--- config.mk ---
export PLATFORM = sky130hd
export DESIGN_NAME = muldiv_sequencer
export DESIGN_NICKNAME = d
export VERILOG_FILES = /design/src/rtl/muldiv_sequencer.sv
export SDC_FILE = /design/constraint.sdc
export NUM_CORES = 1
export LEC_CHECK = 0
export CAP_MARGIN = 5
export CORE_AREA = 2 2 141 143
export DETAILED_ROUTE_END_ITERATION = 12
export DIE_AREA = 0 0 143 145
export PLACE_DENSITY = 0.72
export SLEW_MARGIN = 20
export SYNTH_ARGS = -nofsm -noshare
export SYNTH_HDL_FRONTEND = slang
export SYNTH_SLANG_ARGS = --single-unit
--- constraint.sdc ---
create_clock -name clk -period 2.23 [get_ports clk]
set_input_delay 0.669 -clock clk [delete_from_list [all_inputs] [get_ports clk]]
set_output_delay 0.669 -clock clk [all_outputs]
set_load 0.03 [all_outputs]
--- src/rtl/muldiv_sequencer.sv ---
// Sequences the shared MULT/DIV units and owns the architectural HI/LO registers.
// Optional MULDIV_PERF_EN adds saturating commit and stall counters.
module muldiv_sequencer #(
  parameter int DATA_W         = 32,
  parameter int TIMEOUT_CYCLES = 40
) (
  input  logic              clk,
  input  logic              reset,
  input  logic              op_start,
  input  logic              op_sel,
  input  logic [DATA_W-1:0] src_a,
  input  logic [DATA_W-1:0] src_b,
  input  logic              hi_wr,
  input  logic              lo_wr,
  input  logic [DATA_W-1:0] wr_data,
  output logic [DATA_W-1:0] unit_a,
  output logic [DATA_W-1:0] unit_b,
  output logic              mult_start,
  input  logic              mult_stop,
  input  logic [DATA_W-1:0] mult_hi,
  input  logic [DATA_W-1:0] mult_lo,
  output logic              div_start,
  input  logic              div_stop,
  input  logic [DATA_W-1:0] div_hi,
  input  logic [DATA_W-1:0] div_lo,
  output logic [DATA_W-1:0] hi_out,
  output logic [DATA_W-1:0] lo_out,
  output logic              busy,
  output logic              done,
  output logic              div_zero,
  output logic              timeout
`ifdef MULDIV_PERF_EN
  ,
  output logic [15:0]       perf_ops,
  output logic [15:0]       perf_stall
`endif
);

  localparam int CNT_W = $clog2(TIMEOUT_CYCLES + 1);

  typedef enum logic [2:0] {
    S_IDLE,
    S_LAUNCH,
    S_WAIT,
    S_COMMIT,
    S_FAULT
  } state_e;

  state_e            state_q, state_d;
  logic [DATA_W-1:0] unit_a_q, unit_a_d;
  logic [DATA_W-1:0] unit_b_q, unit_b_d;
  logic [DATA_W-1:0] hi_q, hi_d;
  logic [DATA_W-1:0] lo_q, lo_d;
  logic [CNT_W-1:0]  cnt_q, cnt_d;
  logic              sel_q, sel_d;
  logic              busy_q, busy_d;
  logic              timeout_q, timeout_d;
  logic              sel_stop;

  assign sel_stop = sel_q ? div_stop : mult_stop;

  // NOTE: every variable gets its hold/default value first so no path leaves one unassigned (no latches).
  always_comb begin
    state_d   = state_q;
    unit_a_d  = unit_a_q;
    unit_b_d  = unit_b_q;
    hi_d      = hi_q;
    lo_d      = lo_q;
    cnt_d     = cnt_q;
    sel_d     = sel_q;
    timeout_d = 1'b0;
    unique case (state_q)
      S_IDLE: begin
        if (hi_wr) hi_d = wr_data;
        if (lo_wr) lo_d = wr_data;
        if (op_start) begin
          if (op_sel && (src_b == '0)) begin
            state_d = S_FAULT;
          end else begin
            unit_a_d = src_a;
            unit_b_d = src_b;
            sel_d    = op_sel;
            state_d  = S_LAUNCH;
          end
        end
      end
      S_LAUNCH: begin
        cnt_d   = '0;
        state_d = S_WAIT;
      end
      S_WAIT: begin
        cnt_d = cnt_q + CNT_W'(1);
        // The first WAIT cycle (cnt_q == 0) may still see a stale stop level from the previous op.
        if ((cnt_q != '0) && sel_stop) begin
          hi_d    = sel_q ? div_hi : mult_hi;
          lo_d    = sel_q ? div_lo : mult_lo;
          state_d = S_COMMIT;
        end else if (cnt_q == CNT_W'(TIMEOUT_CYCLES - 1)) begin
          timeout_d = 1'b1;
          state_d   = S_IDLE;
        end
      end
      S_COMMIT: state_d = S_IDLE;
      S_FAULT:  state_d = S_IDLE;
      default:  state_d = S_IDLE;
    endcase
    busy_d = (state_d != S_IDLE);
  end

  // NOTE: sequential state uses non-blocking assignments so all flops update together at the edge.
  always_ff @(posedge clk or negedge reset) begin
    if (!reset) begin
      state_q   <= S_IDLE;
      unit_a_q  <= '0;
      unit_b_q  <= '0;
      hi_q      <= '0;
      lo_q      <= '0;
      cnt_q     <= '0;
      sel_q     <= 1'b0;
      busy_q    <= 1'b0;
      timeout_q <= 1'b0;
    end else begin
      state_q   <= state_d;
      unit_a_q  <= unit_a_d;
      unit_b_q  <= unit_b_d;
      hi_q      <= hi_d;
      lo_q      <= lo_d;
      cnt_q     <= cnt_d;
      sel_q     <= sel_d;
      busy_q    <= busy_d;
      timeout_q <= timeout_d;
    end
  end

  assign unit_a     = unit_a_q;
  assign unit_b     = unit_b_q;
  assign hi_out     = hi_q;
  assign lo_out     = lo_q;
  assign busy       = busy_q;
  assign timeout    = timeout_q;
  assign mult_start = (state_q == S_LAUNCH) && !sel_q;
  assign div_start  = (state_q == S_LAUNCH) && sel_q;
  assign done       = (state_q == S_COMMIT);
  assign div_zero   = (state_q == S_FAULT);

`ifdef MULDIV_PERF_EN
  logic [15:0] perf_ops_q, perf_ops_d;
  logic [15:0] perf_stall_q, perf_stall_d;

  always_comb begin
    perf_ops_d   = perf_ops_q;
    perf_stall_d = perf_stall_q;
    if (done && (perf_ops_q != 16'hFFFF))     perf_ops_d   = perf_ops_q + 16'd1;
    if (busy_q && (perf_stall_q != 16'hFFFF)) perf_stall_d = perf_stall_q + 16'd1;
  end

  always_ff @(posedge clk or negedge reset) begin
    if (!reset) begin
      perf_ops_q   <= '0;
      perf_stall_q <= '0;
    end else begin
      perf_ops_q   <= perf_ops_d;
      perf_stall_q <= perf_stall_d;
    end
  end

  assign perf_ops   = perf_ops_q;
  assign perf_stall = perf_stall_q;
`endif

endmodule

==> flow_summary.toml <==
[critical_path]
cp_slowest_stage_delay_ps = 440
worstSetupPathType = "primary input to flop"
crit_cells = 7
critPathMaxFanout = 8
cp_slowest_cell = "clkdlybuf4s50_1"
endpoint = "unit_a[31]"
cp-start-kind = "primary input"
cp_top_family = "buffers and inverters"
path_cells = "clkdlybuf4s50_1, nor3_1, nor4b_2, buf_4, nor2b_4, clkbuf_16, mux2_1"
rr_worst_depth = 7
rr_startpoint = "sel_q"
cp.arrival_ps = 2490
reg2reg_to = "lo_out[2]"
critical_path_required_ps = 2520
path_buf_inv = 3
ff2ff_setup_slack_ps = 190
cp-end-kind = "flop"
crit_start = "src_b[29]"

[power]
powerDensity_nw_per_um2 = 1498
power.switching_mw = 7.307
p_leak_nw = 5.260
p_comb_frac = 0.585
power.share.clock = 0.156
seqPwrFrac = 0.260
intPower_mw = 10.16
p_sw_frac = 0.4182
total_power_mw = 17.47
max-vdd-ir-drop_uv = 844.2

[synth]
synth_edf_count = 0
synth_commonest_cells = "dfrtp_1 (140), a211oi_1 (65), a21o_1 (65), mux2i_1 (65), nor2_1 (38)"
synth_cell_types = 32
synth_area_leaders = "dfrtp_1 (54%), mux2i_1 (10%), a211oi_1 (7.5%), a21o_1 (7.5%), mux2_1 (6.4%)"
netlist_instances = 535
yosysTopAreaCell = "dfrtp_1"
syn_avg_cell_area_um2 = 12.21
synth.most_common_cell = "dfrtp_1"
async_flop_share = 1.000
yosysSeqAreaShare = 0.5361
synth_top_area_share = 0.5361
yosysWarnings = 0
ys_ff_latch = 140
synth_nets = 769
synthFlopType = "dfrtp_1"
synthesis.area_um2 = 6535

[sta]
hold_ws_ps = 161.5
clock-skew-final_ps = 10.03
fin_crit_sh = 0.9852
rsz0062_at_grt = "true"
drv_slew = 0
finalHoldViolCount = 0
fin_crit_ps = 2197
worstMarginPinSlew_ps = 403.1
relSlewSlack = 0.7236
setup_viol = 0
fmax_mhz = 455.2

[floorplanning]
die-area_um2 = 20740
ios = 366
initial_core_util = 0.3402
rows = 51
die_y_um = 145
core_area_um2 = 19210
die_w_um = 143

[cts]
clk_pin_slew_ps = 60
clock_latency_ps = 410
cts_hold_buffers = 0
cts_buffer_depth = 2
cts.sinks = 140
cts_root_buf = "clkbuf_16"
cts_tree = "done"
cts_buffers = 17
htreeDepth = 4

[min_path]
hold_path.class = "primary input to asynchronous set/reset pin"

[grt]
grt.busiest_layer = "met2"
gr-usage-met3 = 0.07690
met2_usage = 0.3624
antenna_found_initial = 0
grtUsageTotal = 0.2097
grt_pass1_wl_um = 33470
grt_max_degree = 63
grt_pass1_vias = 6045
grt_overflow = 0
met1_usage = 0.2446

[routing]
route.detailed.drc = 0
routedWlPerCell_um = 18.68
drtAntennaViolNets = 0
drt_pass1_iterations = 6
wirelength_um = 22600
viasPerCell = 4.859
dr.first_iter.drc_count = 165
vias = 5879

[status]
status = "finished clean"

[placement]
placed_area_um2 = 10780
hpwl_um = 16300
port_buffers = 365
dp_cells = 1164
gp_congestion = 0.7778

[finish]
nNetsFinal = 1166
num_antenna_cells = 0
area_growth_pct = 78.48
finalNonFillerCells = 1210
fin_area_um2 = 11660
drive_gt1_frac = 0.1460
nFillCells = 1597

[run]
max-cap-violations = 0
## worst min path at each step
stage,to,startpoint,cells after the start,slack (ps)
after global routing,unit_a[10],reset,1,160
final,unit_a[10],reset,1,160
after CTS,unit_a[16],reset,1,160
after floorplan,busy,reset,0,370
after global placement,hi_out[2],hi_out[2],1,460
after detailed placement,hi_out[28],hi_out[28],1,460
## logic make-up after synthesis
family                     after synthesis  synth area share
AOI/OAI and AO/OA                      145            0.1639
DFF                                    140            0.5361
muxes                                  128            0.2081
and+or+nand+nor                         76           0.05438
buffers and inverters                   44           0.03370
adders and majority gates                2          0.003829
## state kept, by name (all words and copies together) (netlist names)
register,flops
cnt_q,6
sel_q,1
lo_out,32
hi_out,32
unit_b,32
timeout,1
busy,1
state_q,3
unit_a,32
## layout make-up
cell class              instances  area (µm²)  share of cell area
clock buffers                  21       460.4             0.03948
clock inverters                11       107.6            0.009225
inverters                       6       22.52            0.001931
multi-input cells             352        2932              0.2513
flip-flops and latches        140        3508              0.3008
well taps                     265       331.6             0.02843
repair buffers                415        4302              0.3688
## power by group through the flow
| stage | clock [mW] | sequential (mW) | combinational [mW] |
|---|---|---|---|
| 6_report | 2.72 | 4.54 | 10.2 |
| 5_1_grt | 2.94 | 4.69 | 10.8 |
| 4_1_cts | 2.80 | 4.53 | 10.1 |
| 3_5_place_dp | 0 | 4.53 | 9.83 |
| 3_3_place_gp | 0 | 4.49 | 9.74 |
| 2_1_floorplan | 0 | 6.82 | 3.32 |
## metrics by stage
stage	TNS, ps	utilization	setup WS [ps]
2_1_floorplan	0	-	48.85
6_report	0	0.6073	33.01
5_1_grt	-866.5	0.6073	-42.96
3_5_place_dp	-57430	0.5610	-682.2
3_3_place_gp	-52180	0.5610	-634.3
4_1_cts	0	0.5971	3.102
## metal layers
| metal | routed length [µm] | vias up |
|---|---|---|
| met5 | 0 | - |
| met4 | 272 | 0 |
| met3 | 2107 | 18 |
| met2 | 11290 | 241 |
| met1 | 8924 | 2837 |
| li1 | - | 2783 |
## layout by cell type, fill, tap and decap left out, drive strengths merged, types with 3 or more instances in the layout
master	synthesis	final
nor2	38	38
mux2	63	63
a21o	65	65
clkdlybuf4s15	0	3
mux2i	65	65
buf	21	49
dfrtp	140	140
clkbuf	17	30
nor2b	3	4
nor4	7	7
clkinv	0	4
nand4	3	3
nand3	3	3
a211oi	65	65
dlygate4sd2	0	10
o21ai	10	10
nand2	10	10
clkdlybuf4s50	0	335
inv	6	10
dlymetal6s2s	0	8
nor3	4	4
## repair_timing
| item | CTS | global route |
|---|---|---|
| gates resized for setup | 28 | 33 |
| buffers inserted | 3 | 2 |
| endpoints found under the hold margin | 0 | 0 |
| endpoints found under the setup margin | 69 | 95 |
| pin swaps | 11 | 10 |
| gates cloned | 3 | 6 |
(Power assumes the default switching activity.)
